===== config.mk =====
export PLATFORM = sky130hd
export DESIGN_NAME = alu_seq
export DESIGN_NICKNAME = d
export VERILOG_FILES = /design/src/rtl/alu_pkg.sv /design/src/rtl/alu_mul_seq.sv /design/src/rtl/alu_seq.sv
export SDC_FILE = /design/constraint.sdc
export NUM_CORES = 1
export LEC_CHECK = 0
export BUFFER_PORTS_ARGS = -buffer_cell sky130_fd_sc_hd__buf_2
export CAP_MARGIN = 25
export CORE_MARGIN = 3
export CORE_UTILIZATION = 65
export CTS_BUF_LIST = sky130_fd_sc_hd__clkbuf_16
export CTS_CLUSTER_DIAMETER = 50
export DETAILED_ROUTE_END_ITERATION = 6
export PLACE_DENSITY = 0.87
export SYNTH_ARGS = -nofsm -noshare
export SYNTH_HDL_FRONTEND = slang
export SYNTH_SLANG_ARGS = --single-unit
export TNS_END_PERCENT = 20

===== constraint.sdc =====
create_clock -name clk -period 5.5 [get_ports clk]
set_clock_uncertainty 0.05 [all_clocks]
set_input_delay 0.275 -clock clk [delete_from_list [all_inputs] [get_ports clk]]
set_output_delay 0.275 -clock clk [all_outputs]
set_load 0.02 [all_outputs]

===== src/rtl/alu_pkg.sv =====
// Shared opcode and FSM state definitions for the registered ALU.
package alu_pkg;

  localparam logic [2:0] OP_NEG   = 3'b000;
  localparam logic [2:0] OP_INC   = 3'b001;
  localparam logic [2:0] OP_ADC   = 3'b010;
  localparam logic [2:0] OP_ADDSH = 3'b011;
  localparam logic [2:0] OP_AND   = 3'b100;
  localparam logic [2:0] OP_OR    = 3'b101;
  localparam logic [2:0] OP_MIX   = 3'b110;
  localparam logic [2:0] OP_MUL   = 3'b111;

  typedef enum logic {
    ST_IDLE = 1'b0,
    ST_MUL  = 1'b1
  } state_t;

endpackage


===== src/rtl/alu_mul_seq.sv =====
// Shift-add unsigned multiplier, one partial product per clock.
module alu_mul_seq #(
  parameter int unsigned WIDTH = 16
) (
  input  logic             clk,
  input  logic             rst_n,
  input  logic             start,
  input  logic [WIDTH-1:0] mcand_in,
  input  logic [WIDTH-1:0] mplr_in,
  output logic             done,
  output logic [WIDTH-1:0] prod_lo,
  output logic [WIDTH-1:0] prod_hi
);

  localparam int unsigned CW = $clog2(WIDTH + 1);

  logic [WIDTH-1:0] mcand;
  logic [WIDTH-1:0] mplr;
  logic [WIDTH:0]   acc;
  logic [CW-1:0]    cnt;
  logic [WIDTH:0]   sum;

  // Add the multiplicand when the multiplier LSB is set; the post-shift
  // values are exported so the final product is available at the last edge.
  always_comb begin
    sum     = acc + (mplr[0] ? {1'b0, mcand} : '0);
    prod_hi = sum[WIDTH:1];
    prod_lo = {sum[0], mplr[WIDTH-1:1]};
    done    = (cnt == CW'(1));
  end

  // Operand, accumulator and step counter registers.
  always_ff @(posedge clk or negedge rst_n) begin
    if (!rst_n) begin
      mcand <= '0;
      mplr  <= '0;
      acc   <= '0;
      cnt   <= '0;
    end else if (start) begin
      mcand <= mcand_in;
      mplr  <= mplr_in;
      acc   <= '0;
      cnt   <= CW'(WIDTH);
    end else if (cnt != '0) begin
      acc   <= {1'b0, prod_hi};
      mplr  <= prod_lo;
      cnt   <= cnt - CW'(1);
    end
  end

endmodule


===== src/rtl/alu_seq.sv =====
// Registered ALU: single-cycle add/logic ops plus a multi-cycle multiply.
module alu_seq
  import alu_pkg::*;
#(
  parameter int unsigned WIDTH = 16
) (
  input  logic             clk,
  input  logic             rst_n,
  input  logic             in_valid,
  output logic             in_ready,
  input  logic [2:0]       opc,
  input  logic [WIDTH-1:0] ina,
  input  logic [WIDTH-1:0] inb,
  input  logic             inc,
  output logic             out_valid,
  output logic [WIDTH-1:0] w,
  output logic             zer,
  output logic             neg,
  output logic             cout,
  output logic             ovf
);

  localparam int unsigned H = WIDTH / 2;

  state_t           state;
  state_t           state_nxt;
  logic             accept;
  logic             mul_start;
  logic             mul_done;
  logic [WIDTH-1:0] mul_lo;
  logic [WIDTH-1:0] mul_hi;
  logic [WIDTH-1:0] add_a;
  logic [WIDTH-1:0] add_b;
  logic             add_c;
  logic [WIDTH:0]   sum;
  logic [WIDTH-1:0] res;
  logic             res_cout;
  logic             res_ovf;

  assign in_ready  = (state == ST_IDLE);
  assign accept    = in_valid && in_ready;
  assign mul_start = accept && (opc == OP_MUL);

  alu_mul_seq #(.WIDTH(WIDTH)) u_mul (
    .clk      (clk),
    .rst_n    (rst_n),
    .start    (mul_start),
    .mcand_in (ina),
    .mplr_in  (inb),
    .done     (mul_done),
    .prod_lo  (mul_lo),
    .prod_hi  (mul_hi)
  );

  // All 0xx opcodes share one adder; negate is ~ina + 0 with carry-in 1.
  always_comb begin
    add_a = ina;
    add_b = '0;
    add_c = 1'b0;
    case (opc)
      OP_NEG:   begin add_a = ~ina; add_c = 1'b1; end
      OP_INC:   add_c = 1'b1;
      OP_ADC:   begin add_b = inb; add_c = inc; end
      OP_ADDSH: add_b = WIDTH'($signed(inb) >>> 1);
      default:  ;
    endcase
    sum = {1'b0, add_a} + {1'b0, add_b} + {{WIDTH{1'b0}}, add_c};
  end

  // Result and carry/overflow selection for single-cycle operations.
  always_comb begin
    res      = '0;
    res_cout = 1'b0;
    res_ovf  = 1'b0;
    case (opc)
      OP_NEG, OP_INC, OP_ADC, OP_ADDSH: begin
        res      = sum[WIDTH-1:0];
        res_cout = sum[WIDTH];
        res_ovf  = (add_a[WIDTH-1] == add_b[WIDTH-1]) &&
                   (sum[WIDTH-1] != add_a[WIDTH-1]);
      end
      OP_AND:  res = ina & inb;
      OP_OR:   res = ina | inb;
      OP_MIX:  res = {ina[H-1:0], inb[H-1:0]};
      default: ;
    endcase
  end

  // FSM state register.
  always_ff @(posedge clk or negedge rst_n) begin
    if (!rst_n) state <= ST_IDLE;
    else        state <= state_nxt;
  end

  // FSM next-state logic.
  always_comb begin
    state_nxt = state;
    case (state)
      ST_IDLE: if (mul_start) state_nxt = ST_MUL;
      ST_MUL:  if (mul_done)  state_nxt = ST_IDLE;
      default: state_nxt = ST_IDLE;
    endcase
  end

  // Result/flag registers; they hold between results.
  always_ff @(posedge clk or negedge rst_n) begin
    if (!rst_n) begin
      out_valid <= 1'b0;
      w         <= '0;
      zer       <= 1'b0;
      neg       <= 1'b0;
      cout      <= 1'b0;
      ovf       <= 1'b0;
    end else begin
      out_valid <= 1'b0;
      if (accept && (opc != OP_MUL)) begin
        out_valid <= 1'b1;
        w         <= res;
        zer       <= (res == '0);
        neg       <= res[WIDTH-1];
        cout      <= res_cout;
        ovf       <= res_ovf;
      end else if ((state == ST_MUL) && mul_done) begin
        out_valid <= 1'b1;
        w         <= mul_lo;
        zer       <= (mul_lo == '0);
        neg       <= mul_lo[WIDTH-1];
        cout      <= |mul_hi;
        ovf       <= 1'b0;
      end
    end
  end

endmodule


### Word level (Yosys, flattened, before mapping)

Index checks and enable logic that the tools add are counted.

* output and inout bits: 22
* input port bits: 39
* bits in registers: 76
* word-level logic and storage cells: 72

* bitwise gates (word level): 4
* eq/ne operators: 11
* $add $sub $neg: 4
* mux-type cells: 28
* reduce and logical (&&, ||, !) cells: 14

Operators with widths (count)
* 16-bit 2-to-1 mux: 6
* 16-bit one-hot mux with 4 select lines: 1
* 17-bit 2-to-1 mux: 2
* 16-bit zero test: 2
* 16-bit one-hot mux with 2 select lines: 1
* 16-bit by 16-bit adder with 17-bit output: 1
* 17-bit by 1-bit adder with 17-bit output: 1
* 17-bit adder: 1
* 16-bit bitwise AND: 1
* 16-bit inverter: 1
* 16-bit bitwise OR: 1
* 16-bit OR reduction: 1
* 1-bit 2-to-1 mux: 14
* 3-bit equality test (second input constant): 4
* 5-bit 2-to-1 mux: 2
* 3-bit by 2-bit equality test with 1-bit output (second input constant): 2
* 5-bit by 1-bit equality test with 1-bit output (second input constant): 1
* 1-bit logical AND: 5
* 5-bit nonzero test: 1
* 5-bit by 1-bit subtractor with 5-bit output (second input constant): 1
* 1-bit one-hot mux with 2 select lines: 2
* 2-bit nonzero test: 2
* 4-bit OR reduction: 1
* 3-bit by 1-bit equality test with 1-bit output (second input constant): 1
* 6 further kinds: 6

### Depth between registers and ports, before layout

* word-level depth: 8
* mapped depth: 17
* gate-level depth less buffers: 14

### Hierarchy

Synthesis repeated with hierarchy kept, for this count alone.

* cell total of the unflattened synthesis: 695
* area total of the unflattened synthesis: 6083.3 um2

By module, submodules not included
* alu_mul_seq: area each 3244.4 um2, seq. area each 1326.3 um2, times used 1, cells an instance 339
* alu_seq: area each 2839.0 um2, seq. area each 525.5 um2, times used 1, cells an instance 356

### Least setup slack after synthesis

OpenSTA, ideal clock, no wires.

* kind: input -> register
* start point: in opc[0]
* end point: reg zer
* path slack: 1.262 ns
* library setup time: 0.066 ns
* required time: 5.384 ns
* stages on the path: 17
* path buffers: 3
* arrival: 4.122 ns
* cell sequence: clkbuf_1 > or2_2 > clkbuf_1 > nor2_2 > buf_1 > xnor2_1 > fa_1 > fa_1 > nor2b_1 > o21a_1 > o21ai_0 > a21boi_0 > o21ai_0 > o311a_1 > nor4b_1 > o2111a_1 > a41o_1

* longest elaborated chain between the ends: 7
* elaborated cells between the ends (all ways): 20
* those cells by class: add/sub: 2; eq/ne: 7; mux: 5; reduce/logical: 6

RTL lines
* start: declaration: RTL line alu_seq.sv:11 `input logic [2:0] opc,`
* 3-bit by 2-bit equality test with 1-bit output, or another cell as far along: RTL line alu_seq.sv:60, alu_seq.sv:75
* 16-bit one-hot mux with 2 select lines, or another cell as far along: RTL line alu_seq.sv:60 `case (opc)`
* 16-bit by 16-bit adder with 17-bit output or 1-bit one-hot mux with 2 select lines (tied branches): RTL line alu_seq.sv:67, alu_seq.sv:60
* 17-bit by 1-bit adder with 17-bit output: RTL line alu_seq.sv:67 `sum = {1'b0, add_a} + {1'b0, add_b} + {{WIDTH{1'b0}}, add_c};`
* 16-bit one-hot mux with 4 select lines: RTL line alu_seq.sv:75 `case (opc)`
* 16-bit zero test: RTL line alu_seq.sv:119 `zer <= (res == '0);`
* 1-bit 2-to-1 mux: RTL line alu_seq.sv:116 `if (accept && (opc != OP_MUL)) begin`
* end signal: assignment: RTL line alu_seq.sv:119
* end signal: assignment: RTL line alu_seq.sv:126 `zer <= (mul_lo == '0);`
* end: declaration: RTL line alu_seq.sv:17 `output logic zer,`

Parallel ways exist; a longest one is shown, timed or not.
A chain may end at the register's enable or synchronous reset.

### Final worst setup path

* start point: in opc[2]
* end point: reg zer

The elaborated chain is that of the path after synthesis.

==> qor.txt <==
PLACEMENT
-----------------------------------------------------------------------------------------------------------------
Port bufs ..........................................................................................           60
Post-DP HPWL .......................................................................................      11.4 mm
Worst setup timing slack at the placement stage ....................................................      1.16 ns
Final weighted congestion in routability-driven placement ..........................................        0.936

CRITICAL PATH
-----------------------------------------------------------------------------------------------------------------
Worst-case register-to-register setup slack ........................................................      1.62 ns
Crit path DAT ......................................................................................      4.39 ns
WP data required ...................................................................................      5.72 ns
Worst flop-to-flop path startpoint ................................................................. u_mul.mplr[0]$_DFFE_PN0P_
Ordered list of cells on the worst path ............................................................ buf_2 > clkinv_1 > nand2_1 > nor2_1 > ha_1 > o21a_1 > o21a_1 > and3_1 > a21o_1 > nor3_1 > a311oi_1 > nor2b_1 > o2111a_1 > a41o_1
Type of the worst setup path .......................................................................    in -> reg
Top fanout value on the critical path ..............................................................           29
Delay contributed by the slowest stage of the critical path ........................................      0.59 ns
Worst r2r path cells ...............................................................................           12
Dominant delay contributor by cell family on the critical path ..................................... compound AO/OA/AOI/OAI gates
Top cell by count, worst path ...................................................................... sky130_fd_sc_hd__o21a_1
Capturing element type of the critical path ........................................................     register
Slowest library cell on the worst path ............................................................. sky130_fd_sc_hd__clkinv_1
Crit Reg-Reg Endpoint .............................................................................. cout$_DFFE_PN0P_
Kind of start point of the critical path ...........................................................   input port
Worst path buffer plus inverter count ..............................................................            2

STA
-----------------------------------------------------------------------------------------------------------------
Unrepaired setup endpoints after global routing ....................................................           no
Headroom to the max-slew limit .....................................................................        38.4%
Fin Setup TNS ......................................................................................         0 ns
Final Slew Violations ..............................................................................            0
Post-route setup slack .............................................................................      1.33 ns
Actual transition at the worst max-transition pin ..................................................     0.924 ns
Ratio of final minimum period to clock period ......................................................        75.8%
Fmax achieved ......................................................................................    0.240 GHz
Number of failing hold endpoints at the final stage ................................................            0
Crit path time final ...............................................................................      4.17 ns
Setup Viol. Count Final ............................................................................            0

SYNTHESIS
-----------------------------------------------------------------------------------------------------------------
Count of unique library cells instantiated by Yosys ................................................           68
Post-synth top flop ................................................................................ sky130_fd_sc_hd__dfrtp_1
Mux cell area share after synthesis ................................................................        9.10%
Most instantiated cells after synthesis ............................................................ 74 x sky130_fd_sc_hd__dfrtp_1, 71 x sky130_fd_sc_hd__nand2_1, 47 x sky130_fd_sc_hd__nor2_1, 46 x sky130_fd_sc_hd__a21oi_1, 44 x sky130_fd_sc_hd__o21ai_0
Main combinational cell family by area after synthesis ............................................. compound AO/OA/AOI/OAI gates
Synth Warn # .......................................................................................            0
Post-Synthesis Cells ...............................................................................          636
Avg Inst Size Synth ................................................................................     8.86 um2
Netlist Area Pre-Place .............................................................................  0.00564 mm2
Ranking of synthesized cells by area ............................................................... sky130_fd_sc_hd__dfrtp_1 33%, sky130_fd_sc_hd__ha_1 7.5%, sky130_fd_sc_hd__mux2i_1 5.5%
Synthesized net count ..............................................................................          712
Count of flip-flops with a built-in enable after synthesis .........................................            0
Arithmetic-cell share of the synthesized area counting full adders, half adders and majority gates .        10.0%
Share of the synthesized netlist area taken by xor and xnor gates ..................................        5.75%
Async set-reset flop share out of synthesis ........................................................         100%
Synthesis-stage register bit count .................................................................           74
Compound-gate portion of the synthesized area ......................................................        22.1%
Most common cell in the synthesized netlist ........................................................ sky130_fd_sc_hd__dfrtp_1
Post-synthesis share of cell area spent on and, or, nand and nor gates .............................        16.7%
Fraction of synthesized cell area taken by the top area cell type ..................................        32.9%
Leading area contributor after synthesis ........................................................... sky130_fd_sc_hd__dfrtp_1
Seq/Total Area, Yosys ..............................................................................        32.9%

GRT
-----------------------------------------------------------------------------------------------------------------
Total routing resource utilization after global routing ............................................        33.3%
Global-route congestion overflow total .............................................................            0
Global-route wire length before repair .............................................................      26.0 mm
Routing usage on met3 ..............................................................................        5.40%
Number of antenna violations at the first check in global routing ..................................            0
Number of global-route vias before repair ..........................................................         4926
Pin count of the biggest net entering global routing ...............................................           75
Highest-utilization routing layer at the global route stage ........................................         met1
Met1 layer usage reported by global route ..........................................................        50.2%
GR met2 Demand/Resource ............................................................................        49.1%

PWR
-----------------------------------------------------------------------------------------------------------------
Worst vdd ir .......................................................................................     0.352 mV
Clk network pwr share ..............................................................................        20.1%
Share of power burned in combinational logic .......................................................        49.6%
Switching part of the total ........................................................................        41.9%
Static leakage .....................................................................................      2.89 nW
Power spent charging and discharging nets ..........................................................      1.42 mW
Power Total ........................................................................................      3.39 mW
Internal power .....................................................................................      1.97 mW
Power density cells ................................................................................   539 mW/mm2
Sequential Power Share .............................................................................        30.3%

FLOW RUN
-----------------------------------------------------------------------------------------------------------------
Total of max-cap violations ........................................................................            0

DIE
-----------------------------------------------------------------------------------------------------------------
Core area ..........................................................................................  0.00830 mm2
FP Rows ............................................................................................           33
Top-level I/O count ................................................................................           61
Height of the die ..................................................................................      99.1 um
Initial cell density of the core ...................................................................        67.9%
Floorplan die area .................................................................................  0.00982 mm2
DIE WIDTH ..........................................................................................      99.1 um

DRT
-----------------------------------------------------------------------------------------------------------------
Detailed-route via count ...........................................................................         5232
Residual DRC .......................................................................................            0
Iter 0 DRT Violations ..............................................................................          640
Routed length per instance .........................................................................      20.5 um
Number of optimization iterations in the first detailed-route pass .................................            7
Count of nets left with antenna violations after detail routing ....................................            0
Via/cell ratio .....................................................................................         6.64
Total wire length ..................................................................................      16.1 mm

CLOCK TREE
-----------------------------------------------------------------------------------------------------------------
Post-CTS Hold Buffers ..............................................................................            0
Post-CTS repair timing setup buffer count ..........................................................            0
Number of buffers added by the clock tree synthesis step ...........................................            9
Clk pin slew, worst setup/hold paths ...............................................................      0.06 ns
CTS Buffer Depth ...................................................................................            2
Post-cts repair resize count .......................................................................            0
TritonCTS clock tree ...............................................................................        built
CTS sink cnt .......................................................................................           74
Later-pin clock latency in the skew report .........................................................      0.33 ns
H-tree level count .................................................................................            3
Root buffer cell ................................................................................... sky130_fd_sc_hd__clkbuf_16

LAYOUT
-----------------------------------------------------------------------------------------------------------------
Utilization of the core after routing ..............................................................        75.9%
Area grow syn2layout ...............................................................................        11.8%
Fillers ............................................................................................          558
Number of antenna diodes ...........................................................................            0
Fraction of final layout cells with drive strength greater than 1 ..................................        16.5%
Net count of the finished layout ...................................................................          755

STATUS
-----------------------------------------------------------------------------------------------------------------
Run status .........................................................................................    completed

MIN PATH
-----------------------------------------------------------------------------------------------------------------
Min-Delay Path Class ...............................................................................  in -> async

per-layer routing:
metal,routed length (um),part of all wire (%),vias up
li1,-,-,2406
met1,6930,43,2459
met2,6970,43,331
met3,1790,11,36
met4,441,2.7,0
met5,0,0,-
worst register-to-register path: stages (launching register included):
cell and delay, ns:
sky130_fd_sc_hd__dfrtp_1 0.57, sky130_fd_sc_hd__and2_1 0.25, sky130_fd_sc_hd__ha_1 0.22, sky130_fd_sc_hd__fa_1 0.46, sky130_fd_sc_hd__a211o_1 0.30, sky130_fd_sc_hd__a21oi_1 0.19, sky130_fd_sc_hd__o22ai_1 0.17, sky130_fd_sc_hd__nor4_1 0.25
sky130_fd_sc_hd__nor2_1 0.13, sky130_fd_sc_hd__xor2_1 0.18, sky130_fd_sc_hd__or4_4 0.49, sky130_fd_sc_hd__nor4_2 0.35, sky130_fd_sc_hd__o211ai_1 0.14
through the flow:
stage	hold WS (ns)	cells	cell area [um2]
after floorplan	-0.0706	636	5640
after global placement	0.411	772	5960
after detailed placement	0.417	772	5960
after CTS	0.0677	787	6290
after global routing	0.0931	788	6300
final	0.0263	788	6300
how the worst max path moves through the flow:
stage	startpoint	end	slack, ns	cells after the start
global placement	opc[2]	zer$_DFFE_PN0P_	1.28	14
finish	opc[2]	zer$_DFFE_PN0P_	1.33	14
floorplan	opc[0]	zer$_DFFE_PN0P_	1.26	17
global route	opc[2]	zer$_DFFE_PN0P_	1.07	13
detailed placement	opc[2]	zer$_DFFE_PN0P_	1.16	14
CTS	opc[2]	zer$_DFFE_PN0P_	1.49	14
flip-flops by register name, indices dropped and copies added (netlist names):
| name | cells |
|---|---|
| u_mul.acc | 16 |
| u_mul.mcand | 16 |
| u_mul.mplr | 16 |
| w | 16 |
| state | 1 |
| zer | 1 |
| u_mul.cnt | 5 |
| ovf | 1 |
| cout | 1 |
| out_valid | 1 |
power groups by stage:
stage / clock [mW] / combinational (mW) / sequential, mW
finish: 0.682 / 1.68 / 1.03
global route: 0.702 / 1.84 / 1.06
detailed placement: 0 / 1.62 / 1.02
floorplan: 0 / 1.20 / 1.04
global placement: 0 / 1.54 / 1.01
CTS: 0.680 / 1.65 / 1.02
layout by cell type (no fill, tap or decap), drive strengths merged, types with 11 or more instances in the layout:
master	netlist	layout
a21oi	47	47
a22oi	15	15
and2	21	21
buf	5	64
dfrtp	74	74
ha	34	34
inv	13	14
mux2	18	18
mux2i	31	31
nand2	71	71
nor2	48	48
nor3	17	17
o21a	11	11
o21ai	47	47
xnor2	18	18
xor2	19	19
cells by family after synthesis:
| logic type | count (synthesis) |
|---|---|
| xor+xnor | 37 |
| flops | 74 |
| buf+inv | 46 |
| fa+ha+maj | 45 |
| compound gates | 188 |
| mux | 49 |
| simple gates | 197 |
layout make-up:
type	count	area, um2	share of cell area (%)
flip-flops and latches	74	1850	29.4
clock inverters	6	108	1.71
repair buffers	64	333	5.28
well taps	105	131	2.09
clock buffers	9	225	3.57
multi-input cells	516	3600	57.1
inverters	14	52.6	0.834
Power figures use the tool's default switching activity.
